--- src/rtl/fetch_queue.sv ---
// ----------------------------------------------------------------------------
// fetch_queue
//
// Instruction prefetch queue sitting between an address generator, a
// single-cycle-latency instruction memory and the decode stage.
//
// Addresses offered on the fetch side are forwarded straight to memory as a
// read. One cycle later the returned word is stored together with its address
// in a small circular buffer. Decode pulls entries from the head with a
// valid/ready handshake. A flush discards everything queued and the read that
// is still in flight.
//
// Ports
//   clk                 in   clock, all state updates on the rising edge
//   reset               in   synchronous, active-high reset
//   i_fetch_addr        in   AW  address offered by the address generator
//   i_fetch_addr_valid  in   1   i_fetch_addr is valid this cycle
//   o_fetch_ready       out  1   address accepted this cycle
//   i_flush             in   1   redirect: drop queued and in-flight entries
//   o_mem_en            out  1   memory read strobe
//   o_mem_addr          out  AW  memory read address
//   i_mem_rdata         in   IW  read data, one cycle after o_mem_en
//   o_instr_valid       out  1   head entry valid toward decode
//   i_instr_ready       in   1   decode accepts head entry
//   o_instr_out         out  IW  head instruction word
//   o_instr_pc          out  AW  head instruction address
//   o_occupancy         out  3   number of stored entries
// ----------------------------------------------------------------------------
module fetch_queue #(
    parameter int unsigned AW    = 8,
    parameter int unsigned IW    = 16,
    parameter int unsigned DEPTH = 4
) (
    input  logic          clk,
    input  logic          reset,
    input  logic [AW-1:0] i_fetch_addr,
    input  logic          i_fetch_addr_valid,
    output logic          o_fetch_ready,
    input  logic          i_flush,
    output logic          o_mem_en,
    output logic [AW-1:0] o_mem_addr,
    input  logic [IW-1:0] i_mem_rdata,
    output logic          o_instr_valid,
    input  logic          i_instr_ready,
    output logic [IW-1:0] o_instr_out,
    output logic [AW-1:0] o_instr_pc,
    output logic [2:0]    o_occupancy
);

    localparam int unsigned PW = (DEPTH > 1) ? $clog2(DEPTH) : 1;
    localparam int unsigned CW = $clog2(DEPTH + 1);

    // State
    logic [PW-1:0] r_wr_ptr;
    logic [PW-1:0] r_rd_ptr;
    logic [CW-1:0] r_count;
    logic          r_inflight;
    logic [AW-1:0] r_pend_pc;

    // Storage, no reset needed: r_count gates every read
    logic [AW-1:0] r_pc_mem   [DEPTH];
    logic [IW-1:0] r_data_mem [DEPTH];

    // Handshake qualifiers
    logic [CW:0]   w_credit;
    logic          w_fetch_ready;
    logic          w_issue;
    logic          w_enq;
    logic          w_instr_valid;
    logic          w_deq;

    // Next-state
    logic [PW-1:0] w_wr_ptr_next;
    logic [PW-1:0] w_rd_ptr_next;
    logic [CW-1:0] w_count_next;
    logic          w_inflight_next;
    logic [AW-1:0] w_pend_pc_next;

    // The in-flight read already owns a slot, so it counts against capacity.
    // A dequeue in the same cycle does not free a slot early.
    always_comb begin
        w_credit      = {1'b0, r_count} + {{CW{1'b0}}, r_inflight};
        w_fetch_ready = !reset && !i_flush && (w_credit < (CW + 1)'(DEPTH));
        w_issue       = i_fetch_addr_valid && w_fetch_ready;
        w_enq         = r_inflight && !i_flush && !reset;
        w_instr_valid = (r_count != '0) && !i_flush && !reset;
        w_deq         = w_instr_valid && i_instr_ready;
    end

    always_comb begin
        w_wr_ptr_next   = r_wr_ptr;
        w_rd_ptr_next   = r_rd_ptr;
        w_count_next    = r_count;
        w_inflight_next = w_issue;
        w_pend_pc_next  = r_pend_pc;

        if (w_issue) begin
            w_pend_pc_next = i_fetch_addr;
        end
        // Pointers wrap naturally because DEPTH is a power of two
        if (w_enq) begin
            w_wr_ptr_next = r_wr_ptr + PW'(1);
        end
        if (w_deq) begin
            w_rd_ptr_next = r_rd_ptr + PW'(1);
        end

        unique case ({w_enq, w_deq})
            2'b10:   w_count_next = r_count + CW'(1);
            2'b01:   w_count_next = r_count - CW'(1);
            default: w_count_next = r_count;
        endcase

        if (i_flush) begin
            w_wr_ptr_next   = '0;
            w_rd_ptr_next   = '0;
            w_count_next    = '0;
            w_inflight_next = 1'b0;
        end
    end

    always_ff @(posedge clk) begin
        if (reset) begin
            r_wr_ptr   <= '0;
            r_rd_ptr   <= '0;
            r_count    <= '0;
            r_inflight <= 1'b0;
            r_pend_pc  <= '0;
        end else begin
            r_wr_ptr   <= w_wr_ptr_next;
            r_rd_ptr   <= w_rd_ptr_next;
            r_count    <= w_count_next;
            r_inflight <= w_inflight_next;
            r_pend_pc  <= w_pend_pc_next;
        end
    end

    always_ff @(posedge clk) begin
        if (w_enq) begin
            r_pc_mem[r_wr_ptr]   <= r_pend_pc;
            r_data_mem[r_wr_ptr] <= i_mem_rdata;
        end
    end

    // Outputs are forced low during reset because r_count still holds its
    // pre-reset value in that cycle.
    always_comb begin
        o_fetch_ready = w_fetch_ready;
        o_mem_en      = w_issue;
        o_mem_addr    = i_fetch_addr;
        o_instr_valid = w_instr_valid;
        o_instr_out   = reset ? '0 : r_data_mem[r_rd_ptr];
        o_instr_pc    = reset ? '0 : r_pc_mem[r_rd_ptr];
        o_occupancy   = reset ? 3'd0 : 3'(r_count);
    end

endmodule

--- config.mk ---
export PLATFORM = sky130hd
export DESIGN_NAME = fetch_queue
export DESIGN_NICKNAME = d
export VERILOG_FILES = /design/src/rtl/fetch_queue.sv
export SDC_FILE = /design/constraint.sdc
export NUM_CORES = 1
export LEC_CHECK = 0
export CAP_MARGIN = 20
export CORE_MARGIN = 1.5
export CORE_UTILIZATION = 25
export CTS_BUF_LIST = sky130_fd_sc_hd__clkbuf_16
export DETAILED_ROUTE_END_ITERATION = 16
export GPL_ROUTABILITY_DRIVEN = 0
export HOLD_SLACK_MARGIN = 0.12
export PLACE_DENSITY_LB_ADDON = 0.1
export SLEW_MARGIN = 40
export SYNTH_ARGS = -nofsm -noshare
export SYNTH_HDL_FRONTEND = slang
export SYNTH_SLANG_ARGS = --single-unit
--- constraint.sdc ---
create_clock -name clk -period 3.02 [get_ports clk]
set_clock_uncertainty 0.15 [all_clocks]
set_input_delay 0.453 -clock clk [delete_from_list [all_inputs] [get_ports clk]]
set_output_delay 0.453 -clock clk [all_outputs]
set_load 0.1 [all_outputs]
# ---- Word level (Yosys, flattened, before mapping)
# Memory sizes are Yosys's and may differ from the RTL's. A register that Yosys moved wholly into a read port is not among the register bits.
# Cells that the tools add are included.
dict set report op_classes {
  bitwise 0
  add_sub_neg 5
  n_reduce_logical 13
  order_cmp 1
  shifts 0
  mux 10
  div_mod_pow 0
  eq_ne 2
  multipliers 0
}
# cell count
set op_table {}
lappend op_table {{$mux 16} 1}
lappend op_table {{$logic_and 1x1->1} 8}
lappend op_table {{$mux 2} 4}
lappend op_table {{$mux 8} 1}
lappend op_table {{$pmux 3 s2} 1}
lappend op_table {{$add 2x1->2 const B} 2}
lappend op_table {{$add 3x1->4} 1}
lappend op_table {{$lt 4x3->1 const B} 1}
lappend op_table {{$add 3x1->3 const B} 1}
lappend op_table {{$mux 3} 1}
lappend op_table {{$reduce_bool 3->1} 1}
lappend op_table {{$sub 3x1->3 const B} 1}
lappend op_table {{$eq 2x1->1 const B} 1}
lappend op_table {{$eq 2x2->1 const B} 1}
lappend op_table {{$logic_not 1->1} 2}
lappend op_table {{$mux 1} 2}
lappend op_table {{$reduce_bool 2->1} 1}
lappend op_table {{$reduce_or 2->1} 1}
dict set report word_totals {
  word_cells 38
  n_memories 2
  out_inout_bits 38
  regBits 16
  ramBits 96
  inputBits 29
  latch_bits 0
  mem_bits_ro 0
}
# memory words width read_ports rd_ports_with_merged_regs write_ports line_no
set memory_table {}
lappend memory_table {r_data_mem 4 16 1 1 1 62} ;# logic [IW-1:0] r_data_mem [DEPTH];
lappend memory_table {r_pc_mem 4 8 1 1 1 61} ;# logic [AW-1:0] r_pc_mem [DEPTH];

# ---- Depth between registers and ports, before layout
dict set report depth {
  word_depth 6
  mapped_depth 10
  mapped_depth_nobuf 9
}

# ---- Worst setup path before layout
# OpenSTA, ideal clock, no wires.
dict set report synth_path {
  kind {in2out}
  from {input port reset}
  to {output port o_instr_out[10]}
  path_stages 4
  arrival_ns 2.360
  required_time_ns 2.417
  setup_slack_ns 0.057
  n_path_buf 3
  cell_sequence {buf_2 > buf_1 > clkbuf_1 > nor2b_1}
}
dict set report synth_between {
  elab_chain_len 1
}
# element line_no
set synth_lines {}
lappend synth_lines {{from (decl)} 35} ;# input logic reset,
lappend synth_lines {{$mux 16} 152} ;# o_instr_out = reset ? '0 : r_data_mem[r_rd_ptr];
lappend synth_lines {{to (decl)} 45} ;# output logic [IW-1:0] o_instr_out,
# Every way passes these cells.

==> impl_metrics.csv <==
group,metric,value,unit
status,outcome,"completed",
worst_hold_path,hold_path.class,"input pin to flip-flop",
clock_tree,clock_latency,0.40,ns
flow_run,maxCapViolCount,0,
worst_setup_path,worstReg2RegStart,"r_count[2]$_SDFFE_PP0P_",
floorplan,pin_count,67,
synthesis,netlist_top_cells_area,"edfxtp_1 (63%), mux4_2 (12%), dfxtp_1 (7.9%)",
route,postRouteAntennaNets,0,
worst_setup_path,cp_max_fo,17,
place,dpl-instance-area,0.00571,mm^2
pwr,power_switching,808,uW
clock_tree,cts-root-buf,"clkbuf_16",
pwr,comb_power_share,8.1,%
place,dp_hpwl,5200,um
route,drt_iter0_drc,92,
place,port_buffers,66,
route,drt_wl_total,8910,um
global_route,grt_max_degree,34,
clock_tree,clk_pin_slew,0.05,ns
synthesis,synth_commonest_cells,"edfxtp_1 (96), nor2b_1 (33), mux4_2 (24)",
clock_tree,clockBufferDepth,2,
timing,slew_headroom,56.8,%
clock_tree,cts_hold_buf,0,
finish,area_growth,36.1,%
floorplan,core_area,0.0180,mm^2
synthesis,synthDominantCellAreaShare,63.1,%
synthesis,synth_edf_count,96,
finish,drive_above_1_share,31.3,%
global_route,antenna_found_initial,0,
clock_tree,htree_num_levels,4,
timing,fin_crit_sh,90.0,%
global_route,grt_pass1_vias,2420,
pwr,power_density,599,mW/mm^2
timing,grt_setup_unrepaired,"no",
synthesis,yosysUniqueCellTypes,27,
timing,slew_viol_final,0,
route,routedWlPerCell,15.8,um
pwr,p_seq_share,46.5,%
worst_setup_path,critPathLaunchType,"flip-flop",
timing,fin_tns_setup,0,ns
pwr,clock_power_share,45.5,%
worst_setup_path,worst_setup_path_end_kind,"primary output",
global_route,grt_remaining_overflow,0,
synthesis,synth_seq_cells,114,
synthesis,yosys.cell_count.top_type,"edfxtp_1",
pwr,intPower,2910,uW
synthesis,yosysWarningCount,0,
timing,hold_viol,0,
pwr,ir_drop,0.000385,V
timing,max_freq,0.368,GHz
timing,hold_ws,0.276,ns
synthesis,synth.yosys.seq_area_share,71.0,%
finish,final_util,34.6,%
synthesis,synth_ff_type,"edfxtp_1",
worst_setup_path,crit_type,"flip-flop to primary output",
global_route,grt_pass1_wl,14100,um
clock_tree,cts_made_buffers,17,
pwr,fin_total_pwr,3720,uW
global_route,grt_util_all_layers,10.1,%
worst_setup_path,r2r_cells,8,
route,via_count,2310,
pwr,p_leak,0.00210,uW
worst_setup_path,arrival,2.12,ns
timing,setup_violations,0,
floorplan,dieArea,0.0191,mm^2
finish,final_net_count,357,
synthesis,netlist_area,0.00457,mm^2
worst_setup_path,r2r_end,"r_count[1]$_SDFFE_PP0P_",
worst_setup_path,r2r_slack,0.87,ns
clock_tree,numClockSinks,114,
floorplan,initial_core_util,25.4,%
route,drt_pass1_iterations,6,
finish,n_antenna_cell,0,
synthesis,syn_area_per_cell,18.4,um^2
synthesis,synthCells,249,
timing,tightest_slew,0.643,ns
finish,design_area,0.00622,mm^2
synthesis,synth_top_cell_by_area,"edfxtp_1",
worst_setup_path,crit_end,"o_instr_pc[0]",
floorplan,die_w,138,um
synthesis,syn_nets,284,
route,drc,0,
clock_tree,post_cts_buffers,0,
floorplan,row_count,49,
worst_setup_path,required,2.42,ns
synthesis,async_reset_ff_share,0,%
clock_tree,tritoncts,"yes",
pwr,switching_share,21.7,%
timing,fin_crit,2.72,ns
floorplan,die_h,138,um
clock_tree,post_cts_resized,0,
route,viasPerCell,4.10,
==> final cells by class <==
cell class / count / area (um^2)
Clock buffer: 17 / 425
Fill cell: 1698 / 11700
Inverter: 6 / 22.5
Tap cell: 229 / 287
Clock inverter: 15 / 86.3
Timing Repair Buffer: 75 / 978
Multi-Input combinational cell: 108 / 1170
Sequential cell: 114 / 3240
==> worst max-delay path, cell delays in order, from the launching register on <==
cell and delay (ns):
dfxtp_2 0.54, buf_12 0.25, mux4_2 0.53, nor2b_1 0.18
buf_12 0.20
==> sequential cells by signal, indices dropped and copies added (netlist names), named ones only <==
signal and flops:
r_data_mem 64, r_pend_pc 8, r_pc_mem 32, r_rd_ptr 2
r_inflight 1, r_count 3, r_wr_ptr 2
==> stage by stage <==
step / setup WS, ns / std cells
after floorplan: 0.0569 / 249
after global placement: 0.453 / 532
after detailed placement: 0.420 / 532
after CTS: 0.219 / 564
after global routing: 0.152 / 564
final: 0.302 / 564
==> power by group through the flow <==
stage          sequential [uW]  combinational, uW  clock (uW)
6_report                  1730                300        1690
2_1_floorplan             1750                186           0
3_5_place_dp              1760                303           0
4_1_cts                   1730                304        1740
5_1_grt                   1730                313        1820
3_3_place_gp              1760                303           0
==> cell usage in the layout (no fill, tap or decap), types with 3 or more instances in the layout <==
| cell | count |
|---|---|
| clkinv_1 | 6 |
| nor2b_1 | 33 |
| nor2_1 | 11 |
| buf_4 | 19 |
| and3_1 | 5 |
| buf_12 | 28 |
| dfxtp_1 | 17 |
| ha_1 | 5 |
| clkdlybuf4s50_1 | 27 |
| clkbuf_16 | 17 |
| clkinv_2 | 3 |
| nand2_1 | 4 |
| o31ai_1 | 3 |
| mux2_4 | 8 |
| inv_1 | 11 |
| mux4_2 | 24 |
| edfxtp_1 | 96 |
==> worst min path at each step <==
stage,from,to,cells past startpoint
after floorplan,r_rd_ptr[1]$_SDFFE_PP0P_,flip-flop,1
after global placement,r_rd_ptr[1]$_SDFFE_PP0P_,r_rd_ptr[1]$_SDFFE_PP0P_,1
after detailed placement,r_rd_ptr[1]$_SDFFE_PP0P_,r_rd_ptr[1]$_SDFFE_PP0P_,1
after CTS,reset,r_inflight$_SDFF_PP0_,3
after global routing,reset,r_inflight$_SDFF_PP0_,3
final,reset,r_inflight$_SDFF_PP0_,3
==> cells by family (layout without fill, tap and decap cells) <==
group / count (synthesis) / in the layout / share of synthesized area [%]
DFF: 114 / 114 / 71.0
and+or+nand+nor: 59 / 59 / 7.48
muxes: 34 / 34 / 14.9
buffers and inverters: 27 / 113 / 3.34
adders and majority gates: 6 / 6 / 1.81
AOI/OAI and AO/OA: 6 / 6 / 0.931
xor gates and xnor gates: 3 / 3 / 0.575
==> layer usage <==
metal | vias up | wire (um) | GRT usage (%) | part of all wire (%)
met1 | 1148 | 4310 | 13.7 | 48
met4 | 0 | 133 | 4.49 | 1.5
met3 | 13 | 431 | 3.71 | 4.8
met5 | - | 0 | 0 | 0
li1 | 1082 | - | - | -
met2 | 67 | 4030 | 14.4 | 45
Note: power is estimated with default switching activity, not from simulation.
